### src/rtl/spad_fill_ctrl_if.sv
// rtl/spad_fill_ctrl_if.sv - feature-load stream and scratchpad write port bundle
interface spad_fill_ctrl_if #(
    parameter int DATA_BUS_WIDTH = 128
);
    logic [DATA_BUS_WIDTH-1:0] in_data;
    logic                      in_valid;
    logic                      in_ready;
    logic                      group_full;
    logic [3:0]                wr_mem_line;
    logic [DATA_BUS_WIDTH-1:0] o_data;
    logic                      wr_en;

    modport master (
        input  in_data,
        input  in_valid,
        output in_ready,
        input  group_full,
        output wr_mem_line,
        output o_data,
        output wr_en
    );

    modport slave (
        output in_data,
        output in_valid,
        input  in_ready,
        output group_full,
        input  wr_mem_line,
        input  o_data,
        input  wr_en
    );
endinterface

### src/rtl/spad_fill_ctrl.sv
// rtl/spad_fill_ctrl.sv - write-side sequencer filling KERNEL_SIZE scratchpad lines
module spad_fill_ctrl #(
    parameter int KERNEL_SIZE    = 5,
    parameter int DATA_BUS_WIDTH = 128,
    parameter int LEN_WIDTH      = 8
) (
    input  logic                 clk,
    input  logic                 rst,
    input  logic                 start,
    input  logic                 abort,
    input  logic [LEN_WIDTH-1:0] line_words,
    output logic                 busy,
    output logic                 done,
    spad_fill_ctrl_if.master     bus
);
    typedef enum logic [1:0] {
        S_IDLE,
        S_FILL,
        S_DONE
    } state_t;

    localparam logic [3:0] LAST_LINE = 4'(KERNEL_SIZE - 1);

    state_t                    r_state;
    logic [LEN_WIDTH-1:0]      r_len_q;
    logic [LEN_WIDTH-1:0]      r_word_cnt;
    logic [3:0]                r_line_cnt;
    logic [3:0]                r_wr_mem_line;
    logic [DATA_BUS_WIDTH-1:0] r_o_data;
    logic                      r_wr_en;
    logic                      r_done;

    logic w_in_ready;
    logic w_xfer;
    logic w_last_word;

    assign w_in_ready  = (r_state == S_FILL) && !bus.group_full;
    assign w_xfer      = w_in_ready && bus.in_valid;
    assign w_last_word = (r_word_cnt == r_len_q - LEN_WIDTH'(1));

    always_ff @(posedge clk) begin
        if (!rst) begin
            r_state       <= S_IDLE;
            r_len_q       <= '0;
            r_word_cnt    <= '0;
            r_line_cnt    <= '0;
            r_wr_mem_line <= '0;
            r_o_data      <= '0;
            r_wr_en       <= 1'b0;
            r_done        <= 1'b0;
        end else begin
            r_wr_en <= 1'b0;
            r_done  <= 1'b0;
            // abort wins over everything, including a transfer accepted this cycle
            if (abort) begin
                r_state    <= S_IDLE;
                r_word_cnt <= '0;
                r_line_cnt <= '0;
            end else begin
                case (r_state)
                    S_IDLE: begin
                        if (start) begin
                            r_len_q    <= line_words;
                            r_word_cnt <= '0;
                            r_line_cnt <= '0;
                            r_state    <= (line_words == '0) ? S_DONE : S_FILL;
                        end
                    end
                    S_FILL: begin
                        if (w_xfer) begin
                            r_o_data      <= bus.in_data;
                            r_wr_mem_line <= r_line_cnt;
                            r_wr_en       <= 1'b1;
                            if (w_last_word) begin
                                r_word_cnt <= '0;
                                if (r_line_cnt == LAST_LINE) begin
                                    r_line_cnt <= '0;
                                    r_state    <= S_DONE;
                                end else begin
                                    r_line_cnt <= r_line_cnt + 4'd1;
                                end
                            end else begin
                                r_word_cnt <= r_word_cnt + LEN_WIDTH'(1);
                            end
                        end
                    end
                    S_DONE: begin
                        // done lands one cycle after the final write strobe
                        r_done  <= 1'b1;
                        r_state <= S_IDLE;
                    end
                    default: r_state <= S_IDLE;
                endcase
            end
        end
    end

    assign bus.in_ready    = w_in_ready;
    assign bus.wr_mem_line = r_wr_mem_line;
    assign bus.o_data      = r_o_data;
    assign bus.wr_en       = r_wr_en;
    assign busy            = (r_state != S_IDLE);
    assign done            = r_done;
endmodule

### src/flat_wrapper.sv
// flat-port wrapper written by rule: the top's interface ports become plain ports
module spad_fill_ctrl_flat 
#(
    parameter int KERNEL_SIZE    = 5,
    parameter int DATA_BUS_WIDTH = 128,
    parameter int LEN_WIDTH      = 8
)
  (clk, rst, start, abort, line_words, busy, done, bus_in_data, bus_in_valid, bus_in_ready, bus_group_full, bus_wr_mem_line, bus_o_data, bus_wr_en);
  spad_fill_ctrl_if #(.DATA_BUS_WIDTH(DATA_BUS_WIDTH)) bus_i ();
  input  logic clk;
  input  logic rst;
  input  logic start;
  input  logic abort;
  input  logic [LEN_WIDTH-1:0] line_words;
  output logic busy;
  output logic done;
  input wire logic [$bits(bus_i.in_data)-1:0] bus_in_data;
  input wire logic [$bits(bus_i.in_valid)-1:0] bus_in_valid;
  output wire logic [$bits(bus_i.in_ready)-1:0] bus_in_ready;
  input wire logic [$bits(bus_i.group_full)-1:0] bus_group_full;
  output wire logic [$bits(bus_i.wr_mem_line)-1:0] bus_wr_mem_line;
  output wire logic [$bits(bus_i.o_data)-1:0] bus_o_data;
  output wire logic [$bits(bus_i.wr_en)-1:0] bus_wr_en;
  assign bus_i.in_data = bus_in_data;
  assign bus_i.in_valid = bus_in_valid;
  assign bus_in_ready = bus_i.in_ready;
  assign bus_i.group_full = bus_group_full;
  assign bus_wr_mem_line = bus_i.wr_mem_line;
  assign bus_o_data = bus_i.o_data;
  assign bus_wr_en = bus_i.wr_en;
  spad_fill_ctrl #(.KERNEL_SIZE(KERNEL_SIZE), .DATA_BUS_WIDTH(DATA_BUS_WIDTH), .LEN_WIDTH(LEN_WIDTH)) u_core (.clk(clk), .rst(rst), .start(start), .abort(abort), .line_words(line_words), .busy(busy), .done(done), .bus(bus_i));
endmodule
### config.mk
export PLATFORM = sky130hd
export DESIGN_NAME = spad_fill_ctrl_flat
export DESIGN_NICKNAME = d
export VERILOG_FILES = /design/src/rtl/spad_fill_ctrl_if.sv /design/src/rtl/spad_fill_ctrl.sv /design/src/flat_wrapper.sv
export SDC_FILE = /design/constraint.sdc
export NUM_CORES = 1
export LEC_CHECK = 0
export CORE_MARGIN = 4
export CORE_UTILIZATION = 50
export CTS_BUF_LIST = sky130_fd_sc_hd__clkbuf_8
export CTS_CLUSTER_SIZE = 25
export DETAILED_ROUTE_END_ITERATION = 7
export DONT_BUFFER_PORTS = 1
export GPL_ROUTABILITY_DRIVEN = 0
export GPL_TIMING_DRIVEN = 0
export PLACE_DENSITY_LB_ADDON = 0.05
export RECOVER_POWER = 50
export SLEW_MARGIN = 20
export SYNTH_ARGS = -nofsm -noshare
export SYNTH_HDL_FRONTEND = slang
export SYNTH_SLANG_ARGS = --single-unit
### constraint.sdc
create_clock -name clk -period 3.4 [get_ports clk]
set_clock_uncertainty 0.1 [all_clocks]
set_input_delay 0.68 -clock clk [delete_from_list [all_inputs] [get_ports clk]]
set_output_delay 0.68 -clock clk [all_outputs]
set_load 0.02 [all_outputs]
# Yosys cells after proc, flatten, opt, wreduce, memory -nomap -nowiden
# Index checks and enable logic that the tools add are counted.
dict set report totals {
  register_bits 156
  wordCells 53
}
dict set report op_classes {
  n_reduce_logical 14
  bitwise_logic 3
  eq_ne 8
  n_addsub 3
  mux 17
}
# cell n
set op_table {}
lappend op_table {{8-bit 2-to-1 mux} 3}
lappend op_table {{4-bit 2-to-1 mux} 4}
lappend op_table {{8-bit case mux with 2 select lines} 1}
lappend op_table {{2-bit 2-to-1 mux} 5}
lappend op_table {{3-bit AND reduction} 3}
lappend op_table {{8-bit by 1-bit adder with 8-bit output (second input constant)} 1}
lappend op_table {{8-bit equality test} 1}
lappend op_table {{8-bit logical NOT} 1}
lappend op_table {{4-bit case mux with 2 select lines} 1}
lappend op_table {{4-bit AND reduction} 2}
lappend op_table {{8-bit by 1-bit subtractor with 8-bit output (second input constant)} 1}
lappend op_table {{4-bit by 1-bit adder with 4-bit output (second input constant)} 1}
lappend op_table {{4-bit by 3-bit equality test with 1-bit output (second input constant)} 1}
lappend op_table {{2-bit by 1-bit inequality test with 1-bit output (second input constant)} 2}
lappend op_table {{2-bit inequality test (second input constant)} 2}
lappend op_table {{2-bit case mux with 2 select lines} 1}
lappend op_table {{2-bit nonzero test} 2}
lappend op_table {{1-bit inverter} 3}
lappend op_table {{3-bit OR reduction} 1}
lappend op_table {{2-bit by 1-bit equality test with 1-bit output (second input constant)} 1}
lappend op_table {{2-bit equality test (second input constant)} 1}
lappend op_table {{1-bit logical AND} 2}
lappend op_table {{2-bit logical NOT} 1}
lappend op_table {{1-bit 2-to-1 mux} 2}
lappend op_table {{other kinds (2)} 2}

# Logic depth before layout (Yosys ltp)
dict set report logic_depth {
  depth_word 5
  mapped_depth 9
  mapped_depth_nobuf 8
}

# Worst setup path before layout
# No wires, ideal clock.
dict set report synth_path {
  path_type {reg2reg}
  start {register u_core.r_len_q[0]}
  end {register u_core.r_line_cnt[3]}
  required_time_ns 3.178
  synth_period_minus_slack_ns 2.103
  stages_incl_launch_ff 9
  arrival_time_ns 1.881
  setup_time_ns 0.122
  path_slack_ns 1.297
  cell_sequence {dfxtp_1 -> inv_1 -> ha_1 -> xor2_1 -> o211ai_1 -> a21oi_1 -> nor4_4 -> nand4_1 -> a311o_1}
}
dict set report synth_between {
  elab_chain_cells 4
}
# element line_no
set synth_lines {}
lappend synth_lines {{start: declaration} spad_fill_ctrl.sv:25} ;# logic [LEN_WIDTH-1:0] r_len_q;
lappend synth_lines {{start signal: assignment} spad_fill_ctrl.sv:63} ;# r_len_q <= line_words;
lappend synth_lines {{8-bit by 1-bit subtractor with 8-bit output} spad_fill_ctrl.sv:39} ;# assign w_last_word = (r_word_cnt == r_len_q - LEN_WIDTH'(1));
lappend synth_lines {{8-bit equality test} spad_fill_ctrl.sv:39}
lappend synth_lines {{2-bit by 1-bit inequality test with 1-bit output (no line)} --}
lappend synth_lines {{4-bit AND reduction (no line)} --}
lappend synth_lines {{end signal: assignment} spad_fill_ctrl.sv:80} ;# r_line_cnt <= r_line_cnt + 4'd1;
lappend synth_lines {{end: declaration} spad_fill_ctrl.sv:27} ;# logic [3:0] r_line_cnt;
# Every way passes these cells.
# A chain may end at the register's enable or synchronous reset.

# Worst setup path in the final report
dict set report layout_path {
  start {register u_core.r_state[0]}
  end {register u_core.r_o_data[15], in the netlist u_core.bus.o_data[15]}
}
dict set report layout_between {
  elab_chain_cells 4
}
# element line_no
set layout_lines {}
lappend layout_lines {{start: declaration} spad_fill_ctrl.sv:24} ;# state_t r_state;
lappend layout_lines {{start signal: assignment} spad_fill_ctrl.sv:66} ;# r_state <= (line_words == '0) ? S_DONE : S_FILL;
lappend layout_lines {{2-bit by 1-bit equality test with 1-bit output (*)} {spad_fill_ctrl.sv:37, spad_fill_ctrl.sv:60}}
lappend layout_lines {{1-bit logical AND} spad_fill_ctrl.sv:37} ;# assign w_in_ready = (r_state == S_FILL) && !bus.group_full;
lappend layout_lines {{1-bit logical AND} spad_fill_ctrl.sv:38} ;# assign w_xfer = w_in_ready && bus.in_valid;
lappend layout_lines {{3-bit AND reduction (no line) (*)} --}
lappend layout_lines {{end signal: assignment} spad_fill_ctrl.sv:71} ;# r_o_data <= bus.in_data;
lappend layout_lines {{end: declaration} spad_fill_ctrl.sv:29} ;# logic [DATA_BUS_WIDTH-1:0] r_o_data;
# Mark *: on every way between the ends. The rest lies on a longest branch, timed or not.

==> flow_metrics.py <==
metrics = {
    "cts": {
        "clock_sinks": 156,
        "htreeDepth": 4,
        "worstSkewPairLatency_ns": 0.44,
        "post_cts_resized": 0,
        "cts-hold-fix-buffers": 0,
        "post-cts-setup-buffer-count": 0,
        "cts.clk_slew.worst_paths_ns": 0.08,
        "cts_tree": "yes",
        "clk_path_buf_depth": 2,
        "cts_buffers": 17,
        "clock-root-buffer": "clkbuf_8",
    },
    "yosys": {
        "synth_edf_count": 0,
        "syn_area_mm2": 0.00615,
        "avgSynthCellArea_um2": 8.40,
        "synth_top_cell_by_area": "dfxtp_1",
        "ys_types": 43,
        "ys_warn_count": 0,
        "synthTopCellsByArea": "dfxtp_1 (51%), nand2_1 (18%), a21boi_0 (17%)",
        "synth_nets": 879,
        "synth_seq_area_share_pct": 50.7,
        "synth_top_area_share_pct": 50.7,
        "ys_ff_latch": 156,
        "synth_cells": 733,
        "synth-main-ff-cell": "dfxtp_1",
        "async_reset_ff_share_pct": 0,
    },
    "grt": {
        "grt_pass1_wl_um": 26000,
        "grt_max_degree": 17,
        "overflow": 0,
        "grt_usage_pct": 23.1,
        "antenna_found_initial": 0,
        "grt_pass1_vias": 4953,
    },
    "cells_and_area": {
        "n_antenna_cell": 0,
        "final_cell_mix": "nand2_1 (288), dfxtp_1 (156), a21boi_0 (140), clkbuf_1 (33), clkbuf_8 (19)",
        "fill_cells": 1161,
        "areaGrowthSynthToFinish_pct": 9.21,
        "drive_above_1_share_pct": 6.41,
        "final_common_cell": "nand2_1",
        "finish.utilization_pct": 56.0,
        "fin_nets": 898,
    },
    "route": {
        "wl_per_cell_um": 18.0,
        "via_per_inst": 5.34,
        "drc_errors": 0,
        "drt_iter0_markers": 228,
        "vias": 4872,
        "wl_um": 16400,
        "postRouteAntennaNets": 0,
        "dr.pass1.iters": 4,
    },
    "timing": {
        "final.setup.tns_ns": 0,
        "fin_ws_ns": 0.809,
        "hold_viol": 0,
        "setup_viol": 0,
        "fmax_mhz": 386,
        "period_share_pct": 76.2,
        "holdWs_ns": 0.270,
        "post-route-min-period_ns": 2.59,
        "rsz0062_at_grt": "no",
        "worst_pin_slew_ns": 0.925,
        "slew_violations": 0,
        "maxSlewHeadroom_pct": 37.9,
    },
    "floorplanning": {
        "core_mm2": 0.0120,
        "io_pins": 278,
        "dieArea_mm2": 0.0141,
        "chipHeight_um": 119,
        "fp.dieW_um": 119,
        "fp-row-count": 40,
        "start_util_pct": 51.2,
    },
    "setup_path": {
        "cp_max_fo": 10,
        "worst_path_max_delay_cell": "nor3_1",
        "cp-start-kind": "flop",
        "arrival_ns": 2.86,
        "r2r_slack_ns": 0.81,
        "endpoint_kind": "flop",
        "crit_path_max_incr_delay_ns": 0.77,
        "path_delay_family": "simple AND/OR/NAND/NOR gates",
        "critical_path_required_ns": 3.67,
        "path_cells": "nand2_1 -> nor3_1 -> buf_2 -> buf_1 -> nand2_1 -> a21boi_0",
        "crit_type": "reg2reg",
        "cpMostUsedCell": "nand2_1",
        "critPathBufInv": 2,
    },
    "place": {
        "place_ws_ns": 0.855,
        "port-buffer-count": 0,
        "dp_hpwl_um": 12900,
    },
    "power": {
        "peakVddDrop_v": 0.000246,
        "power.density_mw_per_mm2": 499,
        "cellLeakagePower_nw": 2.19,
        "p_total_w": 0.00336,
    },
    "outcome": {
        "status": "complete, no violations",
    },
    "run": {
        "maxCapViolCount": 0,
    },
    "min_path": {
        "hold_path.class": "in2reg",
    },
}
==> stage by stage <==
step           instance area (um2)  cells
2_1_floorplan                 6150    733
3_3_place_gp                  6340    880
3_5_place_dp                  6340    880
4_1_cts                       6730    912
5_1_grt                       6720    912
6_report                      6720    912
==> metal layers <==
metal  up-vias  part of all wire [%]  global-route usage (%)
met2       189                    51                    41.2
met5         -                     0                       0
met1      2235                    37                    24.3
li1       2423                     -                       -
met3        25                    10                    9.97
met4         0                   1.8                    8.04
==> sequential cells by signal, indices dropped and copies added, names as in the netlist <==
register	cells
u_core.bus.o_data	128
u_core.r_len_q	8
u_core.r_word_cnt	8
u_core.bus.wr_mem_line	4
u_core.r_line_cnt	4
u_core.r_state	2
u_core.bus.wr_en	1
u_core.done	1
==> cell type report <==
type	count	area [um2]	share of cell area, %
clock buffer	19	262	3.89
multi-input combinational	521	2800	41.7
buffer	49	200	2.98
tap	147	184	2.74
inverter	7	26.3	0.391
clock inverter	13	126	1.88
sequential	156	3120	46.5
==> Yosys cell counts, types with 5 or more instances <==
master    count
nand2_1     288
dfxtp_1     156
a21boi_0    140
clkbuf_1     33
nor2_1       17
xor2_1       10
buf_2         9
inv_1         7
nand4_1       7
xnor2_1       7
buf_1         5
nor4_1        5
==> cell families after synthesis <==
logic type | Yosys count | share of synthesized area [%]
XOR/XNOR | 17 | 2.42
multiplexers | 1 | 0.163
AO/OA/AOI/OAI | 155 | 19.0
AND/OR/NAND/NOR | 344 | 23.2
flip-flops | 156 | 50.7
buffers and inverters | 56 | 3.68
adder cells (fa/ha/maj) | 4 | 0.813
==> where the power goes <==
group	leakage (nW)	switching [W]	internal, W
registers	1.26	0.0000349	0.00184
clock network	0.202	0.000664	0.000682
logic	0.728	0.0000737	0.0000583
total	2.19	0.000773	0.00258
==> final timing paths <==
kind | from | to | depth (start not counted)
max reg2reg | u_core.r_state[0] | u_core.bus.o_data[15] | 6
min reg2reg | u_core.r_len_q[7] | u_core.r_len_q[7] | 2
min | bus_in_data[89] | u_core.bus.o_data[89] | 2
max | u_core.r_state[0] | u_core.bus.o_data[15] | 6
No activity file was read; power rests on OpenSTA's default activity.
